===== config.mk =====
export PLATFORM = sky130hd
export DESIGN_NAME = serial_subtractor
export DESIGN_NICKNAME = d
export VERILOG_FILES = /design/src/rtl/serial_subtractor_pkg.sv /design/src/rtl/serial_subtractor_full_sub.sv /design/src/rtl/serial_subtractor.sv
export SDC_FILE = /design/constraint.sdc
export NUM_CORES = 1
export LEC_CHECK = 0
export CAP_MARGIN = 10
export CORE_ASPECT_RATIO = 1.5
export CORE_MARGIN = 3
export CORE_UTILIZATION = 52
export CTS_BUF_LIST = sky130_fd_sc_hd__clkbuf_8
export DETAILED_ROUTE_END_ITERATION = 8
export HOLD_SLACK_MARGIN = 0.03
export PLACE_DENSITY = 0.87
export SLEW_MARGIN = 20
export SYNTH_ARGS = -nofsm -noshare
export SYNTH_HDL_FRONTEND = slang
export SYNTH_HIERARCHICAL = 1
export SYNTH_SLANG_ARGS = --single-unit

===== constraint.sdc =====
create_clock -name clk -period 1.7 [get_ports clk]
set_clock_uncertainty 0.2 [all_clocks]
set_input_delay 0.34 -clock clk [delete_from_list [all_inputs] [get_ports clk]]
set_output_delay 0.34 -clock clk [all_outputs]
set_load 0.05 [all_outputs]

===== src/rtl/serial_subtractor_pkg.sv =====
// Shared definitions for the bit-serial subtractor.
//   state_t      : FSM encoding (IDLE=0, SHIFT=1, DONE=2)
//   width_legal  : legal WIDTH range check used at elaboration
//   cnt_width    : bit-counter width, $clog2(WIDTH) with a minimum of 1
package serial_subtractor_pkg;

  typedef enum logic [1:0] {
    S_IDLE  = 2'd0,
    S_SHIFT = 2'd1,
    S_DONE  = 2'd2
  } state_t;

  localparam int WIDTH_MIN = 2;
  localparam int WIDTH_MAX = 32;

  function automatic bit width_legal(input int w);
    return (w >= WIDTH_MIN) && (w <= WIDTH_MAX);
  endfunction

  function automatic int cnt_width(input int w);
    int cw;
    cw = $clog2(w);
    return (cw < 1) ? 1 : cw;
  endfunction

endpackage


===== src/rtl/serial_subtractor_full_sub.sv =====
// Single-bit full subtractor: d = a - b - bin, purely combinational.
// Ports:
//   a, b  : operand bits
//   bin   : borrow in
//   d     : difference bit
//   bout  : borrow out
module full_subtractor_nodelay (
  input  logic a,
  input  logic b,
  input  logic bin,
  output logic d,
  output logic bout
);

  assign d    = a ^ b ^ bin;
  // Borrow when b exceeds a, or when a==b and a borrow is already pending.
  assign bout = (~a & b) | (~(a ^ b) & bin);

endmodule


===== src/rtl/serial_subtractor.sv =====
// Bit-serial two's-complement subtractor: D = A - B - Bin, LSB first,
// one bit per clock through a single full-subtractor cell.
// Ports:
//   clk, rst            : clock, asynchronous active-high reset
//   in_valid, in_ready  : operand handshake (ready only in IDLE)
//   A, B, Bin           : minuend, subtrahend, borrow in
//   out_valid, out_ready: result handshake (valid only in DONE)
//   D, Bout, V          : difference, unsigned borrow out, signed overflow
module serial_subtractor
  import serial_subtractor_pkg::*;
#(
  parameter int WIDTH = 4
) (
  input  logic             clk,
  input  logic             rst,
  input  logic             in_valid,
  output logic             in_ready,
  input  logic [WIDTH-1:0] A,
  input  logic [WIDTH-1:0] B,
  input  logic             Bin,
  output logic             out_valid,
  input  logic             out_ready,
  output logic [WIDTH-1:0] D,
  output logic             Bout,
  output logic             V
);

  localparam int CW = cnt_width(WIDTH);
  localparam logic [CW-1:0] LAST_BIT = CW'(WIDTH - 1);

  generate
    if (!width_legal(WIDTH)) begin : g_width_check
      $error("serial_subtractor: WIDTH must be in 2..32");
    end
  endgenerate

  state_t           state_q, state_d;
  logic [WIDTH-1:0] a_sh_q, a_sh_d;
  logic [WIDTH-1:0] b_sh_q, b_sh_d;
  logic [WIDTH-1:0] res_q, res_d;
  logic             borrow_q, borrow_d;
  logic [CW-1:0]    cnt_q, cnt_d;
  logic [WIDTH-1:0] dout_q, dout_d;
  logic             bout_q, bout_d;
  logic             v_q, v_d;

  logic fs_d;
  logic fs_bout;

  full_subtractor_nodelay u_fs (
    .a    (a_sh_q[0]),
    .b    (b_sh_q[0]),
    .bin  (borrow_q),
    .d    (fs_d),
    .bout (fs_bout)
  );

  always_comb begin
    state_d  = state_q;
    a_sh_d   = a_sh_q;
    b_sh_d   = b_sh_q;
    res_d    = res_q;
    borrow_d = borrow_q;
    cnt_d    = cnt_q;
    dout_d   = dout_q;
    bout_d   = bout_q;
    v_d      = v_q;

    case (state_q)
      S_IDLE: begin
        if (in_valid) begin
          a_sh_d   = A;
          b_sh_d   = B;
          borrow_d = Bin;
          cnt_d    = '0;
          state_d  = S_SHIFT;
        end
      end

      S_SHIFT: begin
        a_sh_d   = a_sh_q >> 1;
        b_sh_d   = b_sh_q >> 1;
        res_d    = {fs_d, res_q[WIDTH-1:1]};
        borrow_d = fs_bout;
        cnt_d    = cnt_q + CW'(1);
        if (cnt_q == LAST_BIT) begin
          // borrow_q here is the borrow into the MSB; overflow is when it
          // differs from the borrow out of the MSB.
          dout_d  = {fs_d, res_q[WIDTH-1:1]};
          bout_d  = fs_bout;
          v_d     = borrow_q ^ fs_bout;
          state_d = S_DONE;
        end
      end

      S_DONE: begin
        if (out_ready) begin
          state_d = S_IDLE;
        end
      end

      default: state_d = S_IDLE;
    endcase
  end

  always_ff @(posedge clk or posedge rst) begin
    if (rst) begin
      state_q  <= S_IDLE;
      a_sh_q   <= '0;
      b_sh_q   <= '0;
      res_q    <= '0;
      borrow_q <= 1'b0;
      cnt_q    <= '0;
      dout_q   <= '0;
      bout_q   <= 1'b0;
      v_q      <= 1'b0;
    end else begin
      state_q  <= state_d;
      a_sh_q   <= a_sh_d;
      b_sh_q   <= b_sh_d;
      res_q    <= res_d;
      borrow_q <= borrow_d;
      cnt_q    <= cnt_d;
      dout_q   <= dout_d;
      bout_q   <= bout_d;
      v_q      <= v_d;
    end
  end

  assign in_ready  = (state_q == S_IDLE);
  assign out_valid = (state_q == S_DONE);
  assign D         = dout_q;
  assign Bout      = bout_q;
  assign V         = v_q;

endmodule


Word-level counts from Yosys, hierarchy flattened
Index checks and enable logic that the tools add are counted.

cells by class
  add/subtract/negate cells = 1
  multipliers = 0
  div/mod/pow operators = 0
  magnitude comparators = 0
  eq/ne operators = 6
  shift operators = 0
  muxes and demuxes = 12
  bitwise operators = 8
  reductions and logical operators = 5

operators with widths
  operator                                                                  number
  4-bit case mux with 2 select lines                                        2
  2-bit two-way mux                                                         4
  4-bit two-way mux                                                         2
  2-bit case mux with 3 select lines                                        1
  2-bit == test (second input constant)                                     2
  2-bit inequality test (second input constant)                             2
  2-bit case mux with 2 select lines                                        1
  2-bit AND reduction                                                       2
  3-bit AND reduction                                                       1
  1-bit bitwise XOR                                                         3
  2-bit by 1-bit adder with 2-bit output (second input constant)            1
  1-bit bitwise AND                                                         2
  2-bit by 1-bit == test with 1-bit output (second input constant)          1
  2-bit zero test                                                           1
  2-bit by 1-bit inequality test with 1-bit output (second input constant)  1
  1-bit NOT                                                                 2
  1-bit case mux with 2 select lines                                        1
  2-bit nonzero test                                                        1
  1-bit two-way mux                                                         1
  1-bit bitwise OR                                                          1

word-level totals
  register bits = 23
  latch bits = 0
  memory bits (writable) = 0
  memory bits (read-only) = 0
  output and inout bits = 8
  word-level logic and storage cells = 41
  memories = 0

Longest topological paths before layout
Gate-level depths: netlist of run 1.

  depth in word-level cells = 5
  depth in mapped cells = 5
  mapped depth without buffers = 5

Modules after synthesis
Netlist of run 1, hierarchy kept.

by module, submodules not included
  module                   times used  cells an instance  area an instance (um^2)  seq. area each (um^2)
  serial_subtractor        1           91                 1037.2                   550.5
  full_subtractor_nodelay  1           4                  31.3                     0.0

Worst setup path after synthesis of run 1
Ideal clock, no wire load.

  path kind = reg-to-reg
  from = reg state_q[0]
  to = reg b_sh_q[2]
  library setup time = 123 ps
  data arrival time = 1565 ps
  slack = -188 ps
  stages on the path, launching flop included = 5
  path through = dfrtp_1 buf_6 nor2_1 nand3b_1 o221a_1

between the ends
  word-level cells in the longest chain between the ends = 3
  elaborated cells between the ends (all ways) = 6
  those cells by class = 2 x eq/ne; 1 x mux; 3 x reduce/logical

RTL lines
  element                                                                              line                      RTL
  start: declaration                                                                   serial_subtractor.sv:37   state_t state_q, state_d;
  start signal: assignment                                                             serial_subtractor.sv:118  state_q <= state_d;
  2-bit zero test (*)                                                                  -
  net in_ready                                                                         serial_subtractor.sv:17   output logic in_ready,
  2-bit inequality test (no source line) / 2-bit nonzero test (equally long branches)  -
  2-bit AND reduction (no source line)                                                 -
  end signal: assignment                                                               serial_subtractor.sv:120  b_sh_q <= b_sh_d;
  end: declaration                                                                     serial_subtractor.sv:39   logic [WIDTH-1:0] b_sh_q, b_sh_d;

Mark *: on every way through the listed nets, which the timed path passes. The rest lies on a longest branch.
A chain may end at the register's enable or synchronous reset.

Worst setup path after layout of run 1
  from = reg state_q[0]
  to = out in_ready

between the ends
  word-level cells in the longest chain between the ends = 1

RTL lines
  element           line                      RTL
  2-bit zero test   serial_subtractor.sv:130  assign in_ready = (state_q == S_IDLE);
  end: declaration  serial_subtractor.sv:17

No other way between the ends.

==> flow_metrics.env, run 1 <==
export IMPL_async_flop_share_pct=100
export IMPL_ys_ff_latch=22
export IMPL_path_class="flop to primary output"
export IMPL_hold_viol=0
export IMPL_grt_pass1_wl_um=3820
export IMPL_first_iter_violations=15
export IMPL_placed_cell_area_sq_um=1390
export IMPL_worst_slew_pin_slew_ns=0.303
export IMPL_drt_first_pass_iters=4
export IMPL_p_clk_share_pct=15.1
export IMPL_num_antenna_cells=0
export IMPL_synthCells=95
export IMPL_cts_buffers=3
export IMPL_min_period_ns=1.65
export IMPL_totalWireLength_um=2300
export IMPL_switchingPower_mw=1.29
export IMPL_cp_arrival_ns=1.11
export IMPL_gp_congestion=0.836
export IMPL_yosysWarnings=6
export IMPL_via_per_inst=5.65
export IMPL_ys_seq_area_share_pct=51.5
export IMPL_start_util_pct=56.9
export IMPL_synth_edf_count=0
export IMPL_dp_slack_ns=-0.0773
export IMPL_dieWidth_um=43.0
export IMPL_netlist_area_sq_um=1070
export IMPL_insertion_delay_ns=0.26
export IMPL_grt_overflow=0
export IMPL_syn_nets=110
export IMPL_max_freq_mhz=607
export IMPL_maxCapViolCount=0
export IMPL_start_kind="flop"
export IMPL_grt_max_degree=23
export IMPL_path_clk_slew_ns=0.08
export IMPL_grt_pass1_vias=886
export IMPL_final_period_utilization_pct=96.9
export IMPL_rows=19
export IMPL_ios=21
export IMPL_max_slew_margin_pct=79.8
export IMPL_synth_ff_type="dfrtp_1"
export IMPL_status="finished, final reports clean"
export IMPL_cts_tree="built"
export IMPL_antenna_found_initial=0
export IMPL_stdcell_count=143
export IMPL_clock_sinks=22
export IMPL_coreArea_sq_um=1880
export IMPL_grt_util_met3_pct=2.63
export IMPL_root_buffer="clkbuf_8"
export IMPL_die_area_sq_um=2650
export IMPL_slew_violations=0
export IMPL_setup_viol_count_final=0
export IMPL_p_leak_nw=0.691
export IMPL_cp_required_ns=1.16
export IMPL_rsz0062_at_grt="false"
export IMPL_comb_power_share_pct=53.1
export IMPL_met2_usage_pct=38.4
export IMPL_netlist_cell_type_count=31
export IMPL_worstSetupEndpointType="primary output"
export IMPL_p_int_mw=1.90
export IMPL_sw_frac_of_total_pct=40.4
export IMPL_avgSynthCellArea_sq_um=11.2
export IMPL_portBuffers=20
export IMPL_hold_buffers=0
export IMPL_power_frac_seq_pct=31.8
export IMPL_postLayoutSetupSlackWorst_ns=0.0533
export IMPL_fp_dieH_um=61.5
export IMPL_area_delta_synth_final_pct=37.9
export IMPL_critical_path_peak_fanout=6
export IMPL_min_path_type="primary input to asynchronous set/reset pin"
export IMPL_layout_drive_gt1_share_pct=27.0
export IMPL_grtUsageTotal_pct=19.8
export IMPL_use_met1_pct=19.9
export IMPL_cellPowerDensity_nw_per_um2=2170
export IMPL_drtAntennaViolNets=0
export IMPL_final_area_sq_um=1470
export IMPL_placed_cells=138
export IMPL_drc_errors=0
export IMPL_h_tree_depth=1
export IMPL_nets=138
export IMPL_vdd_drop_max_mv=1.26
export IMPL_vias=808
export IMPL_hpwl_um=1780
export IMPL_cts_max_path_buffers=2
export IMPL_busiest_layer="met2"
export IMPL_tns_ns=0
export IMPL_wl_per_cell_um=16.1
-- final cells by class --
| cell class | count | area [sq um] |
|---|---|---|
| tap | 21 | 26.3 |
| sequential | 22 | 553 |
| timing repair buffer | 27 | 333 |
| inverter | 9 | 33.8 |
| multi-input combinational | 60 | 457 |
| clock inverter | 1 | 30.0 |
| clock buffer | 3 | 41.3 |
| fill | 125 | 404 |
-- critical path, stage by stage, from the launching register on --
cell and delay, ns:
dfrtp_2 0.47, nor2_4 0.21, buf_12 0.16
-- routing by layer --
metal / vias to the layer above / wire length (um) / part of all wire, %
met2: 28 / 1290 / 56
met3: 13 / 85 / 3.7
met1: 391 / 811 / 35
met5: - / 0 / 0
li1: 376 / - / -
met4: 0 / 113 / 4.9
-- repair_timing --
| action | 4_1_cts | 5_1_grt |
|---|---|---|
| gates resized for setup | 3 | 1 |
| setup buffers | 0 | 1 |
| setup endpoints to repair | 2 | 2 |
-- power groups by stage --
stage          logic [mW]  registers, mW  clock network (mW)
2_1_floorplan       0.875           1.13                   0
3_3_place_gp         1.59          0.992                   0
3_5_place_dp         1.66           1.02                   0
4_1_cts              1.68           1.03               0.488
5_1_grt              1.81           1.05               0.512
6_report             1.70           1.02               0.483
-- cell usage after synthesis (all sizes together) (2+ instances only) --
| master | number | area [sq um] |
|---|---|---|
| inv | 9 | 33.8 |
| nor3 | 2 | 10.0 |
| nor2b | 4 | 25.0 |
| a221oi | 2 | 30.0 |
| nand2 | 14 | 52.6 |
| buf | 3 | 30.0 |
| nor3b | 3 | 37.5 |
| nand3b | 2 | 27.5 |
| mux2 | 5 | 56.3 |
| nor2 | 4 | 17.5 |
| o21ai | 5 | 25.0 |
| dfrtp | 22 | 551 |
| o22a | 3 | 26.3 |
| a21oi | 5 | 25.0 |
-- kinds of logic after synthesis --
logic type / synth area share (%)
AO/OA/AOI/OAI: 14.5
buffers and inverters: 6.44
AND/OR/NAND/NOR: 18.4
multiplexers: 5.27
adder cells (fa/ha/maj): 3.04
XOR/XNOR: 0.820
flip-flops: 51.5
-- placed cells by master (no fill, tap or decap), types with 2 or more instances in the layout --
master           count
nor3_1               2
inv_2                2
o21ai_0              2
clkbuf_8             3
a221oi_2             2
nand2_1             14
buf_12               8
a21oi_1              5
o22a_1               3
clkdlybuf4s50_1     12
mux2_1               5
nor2_1               2
nor2b_1              4
dfrtp_1             20
dfrtp_2              2
buf_4                7
nor3b_2              3
inv_1                7
o21ai_1              3
-- path summary, 6_finish.rpt --
check | start | end | slack (ns) | cells past startpoint
min in group clk | res_q[1]$_DFFE_PP0P_ | res_q[1]$_DFFE_PP0P_ | 0.28 | 2
setup / recovery | state_q[0]$_DFFE_PP0P_ | in_ready | 0.05 | 2
max in group asynchronous | rst | state_q[1]$_DFFE_PP0P_ | 0.85 | 3
hold reg to reg | res_q[1]$_DFFE_PP0P_ | res_q[1]$_DFFE_PP0P_ | 0.28 | 2
hold / removal | rst | D[3]$_DFFE_PP0P_ | 0.20 | 3
setup reg to reg | borrow_q$_DFFE_PP0P_ | D[3]$_DFFE_PP0P_ | 0.13 | 3
-- state kept, by name, indices dropped and copies added, names as in the netlist --
signal / flops
D: 4
a_sh_q: 4
b_sh_q: 4
res_q: 3
cnt_q: 2
state_q: 2
Bout: 1
V: 1
borrow_q: 1
-- stage by stage --
stage	total power, mW	util (%)	hold WS [ns]
2_1_floorplan	2.01	-	0.129
3_3_place_gp	2.58	73.9	0.257
3_5_place_dp	2.68	73.9	0.267
4_1_cts	3.20	78.1	0.212
5_1_grt	3.37	78.5	0.232
6_report	3.20	78.5	0.203
Power figures use the tool's default switching activity.
==> run 2: changes to the inputs <==
CORE_MARGIN = 2   (was 3)
==> run 2 against run 1 <==
  * Routed wire length down 8.0%
  * Critical path depth up 2
  * Design area about the same
  * Fmax down 0.25%
  * First-iteration DRC count down 40%
  * Final cell count unchanged
  * Critical endpoint is now out_valid
  * Sequential share of layout area about the same
  * Register-to-register slack about the same
==> flow_metrics.env, run 2 (synthesized netlist as in run 1, its figures left out) <==
export IMPL_status="finished, final reports clean"
export IMPL_first_iter_violations=9
export IMPL_placed_cell_area_sq_um=1390
export IMPL_grt_overflow=0
export IMPL_p_leak_nw=0.693
export IMPL_cp_required_ns=1.16
export IMPL_drc_errors=0
export IMPL_cts_max_path_buffers=2
export IMPL_vdd_drop_max_mv=0.992
export IMPL_setup_viol_count_final=0
export IMPL_hpwl_um=1590
export IMPL_cts_buffers=3
export IMPL_num_antenna_cells=0
export IMPL_insertion_delay_ns=0.27
export IMPL_slew_violations=0
export IMPL_final_cell_mix="dfrtp_1 (20), nand2_1 (14), clkdlybuf4s50_1 (12)"
export IMPL_reg2reg_slack_ns=0.12
export IMPL_coreArea_sq_um=1980
export IMPL_crit_start="state_q[0]$_DFFE_PP0P_"
export IMPL_dr_wl_met3_um=62
export IMPL_path_class="flop to primary output"
export IMPL_drt_first_pass_iters=4
export IMPL_dp_slack_ns=-0.0721
export IMPL_start_util_pct=54.1
export IMPL_routed_top_layer="met4"
export IMPL_regToRegEndpoint="b_sh_q[2]$_DFFE_PP0P_"
export IMPL_portBuffers=20
export IMPL_cellPowerDensity_nw_per_um2=2160
export IMPL_hold_viol=0
export IMPL_root_buffer="clkbuf_8"
export IMPL_clock_sinks=22
export IMPL_min_period_ns=1.65
export IMPL_via_per_inst=5.70
export IMPL_placed_cells=138
export IMPL_final_area_sq_um=1480
export IMPL_grt_pass1_wl_um=3690
export IMPL_critPathCapture="out_valid"
export IMPL_area_delta_synth_final_pct=38.1
export IMPL_rows=20
export IMPL_worst_slew_pin_slew_ns=0.314
export IMPL_final_period_utilization_pct=97.1
export IMPL_ios=21
export IMPL_dieWidth_um=41.0
export IMPL_antenna_found_initial=0
export IMPL_cts_tree="built"
export IMPL_nets=137
export IMPL_wl_met2_um=1160
export IMPL_wl_per_cell_um=14.8
export IMPL_final_core_util_pct=74.6
export IMPL_h_tree_depth=1
export IMPL_maxCapViolCount=0
export IMPL_max_slew_margin_pct=79.1
export IMPL_fp_dieH_um=59.5
export IMPL_rsz0062_at_grt="false"
export IMPL_grtUsageTotal_pct=23.3
export IMPL_grt_pass1_vias=858
export IMPL_final_common_cell="dfrtp_1"
export IMPL_layout_drive_gt1_share_pct=25.6
export IMPL_stdcell_count=143
export IMPL_r2r_start="state_q[0]$_DFFE_PP0P_"
export IMPL_die_area_sq_um=2440
export IMPL_worstSetupEndpointType="primary output"
export IMPL_vias=815
export IMPL_totalWireLength_um=2120
export IMPL_wl_met1_um=799
export IMPL_start_kind="flop"
export IMPL_min_path_type="primary input to asynchronous set/reset pin"
export IMPL_drtAntennaViolNets=0
export IMPL_grt_max_degree=23
export IMPL_cp_arrival_ns=1.11
export IMPL_gp_congestion=0.788
export IMPL_critical_path_peak_fanout=5
export IMPL_path_clk_slew_ns=0.08
export IMPL_r2r_cells=5
export IMPL_postLayoutSetupSlackWorst_ns=0.0491
export IMPL_max_freq_mhz=606
## run 2: changes by cell type in the layout (fill, tap and decap cells not counted)
cell,before,now
inv_2,2,1
buf_4,7,5
nor2_2,1,2
buf_12,8,9
nor2_4,1,0
inv_1,7,8
## run 2: worst min path at each step
stage               slack [ns]  depth (start not counted)                     to            startpoint
finish                    0.20                          3  a_sh_q[2]$_DFFE_PP0P_                   rst
global route              0.25                          3   cnt_q[1]$_DFFE_PP0P_                   rst
CTS                       0.21                          3   cnt_q[0]$_DFFE_PP0P_                   rst
detailed placement        0.26                          2   res_q[1]$_DFFE_PP0P_  res_q[1]$_DFFE_PP0P_
global placement          0.25                          2   res_q[1]$_DFFE_PP0P_  res_q[1]$_DFFE_PP0P_
floorplan                 0.13                          1       Bout$_DFFE_PP0P_                   rst
## run 2: where the power goes
part	leakage, nW	total (mW)	switching [mW]	internal [mW]
clock network	0.0357	0.493	0.178	0.315
logic	0.389	1.71	0.882	0.829
registers	0.268	0.984	0.205	0.779
## run 2: metal layers
layer / GRT usage, % / up-vias
met5: 0 / -
met3: 4.14 / 9
met2: 36.2 / 23
li1: - / 378
met1: 26.8 / 405
met4: 17.1 / 0
## run 2: cell type report
cell class              instances  area [sq um]
multi-input cells              60           452
well taps                      22          27.5
clock buffers                   3          41.3
inverters                       9          33.8
repair buffers                 26           338
fillers                       125           502
clock inverters                 1          30.0
flip-flops and latches         22           553
## run 2: through the flow
stage	total power [mW]	hold slack (ns)	setup TNS, ns
4_1_cts	3.20	0.208	0
5_1_grt	3.39	0.253	0
3_5_place_dp	2.68	0.265	-0.260
6_report	3.19	0.198	0
2_1_floorplan	2.01	0.129	0
3_3_place_gp	2.60	0.255	-0.00954
## run 2: timing repair
action                                  4_1_cts  5_1_grt
buffers inserted                              1        0
endpoints found under the setup margin        2        2
hold buffers                                  0        0
gates resized for setup                       1        1
cloned                                        0        0
## run 2: worst max-delay path: stages, from the launching register on
cell and delay [ns]:
dfrtp_2 0.43, inv_2 0.09, nand2_1 0.07, inv_1 0.10, buf_12 0.14
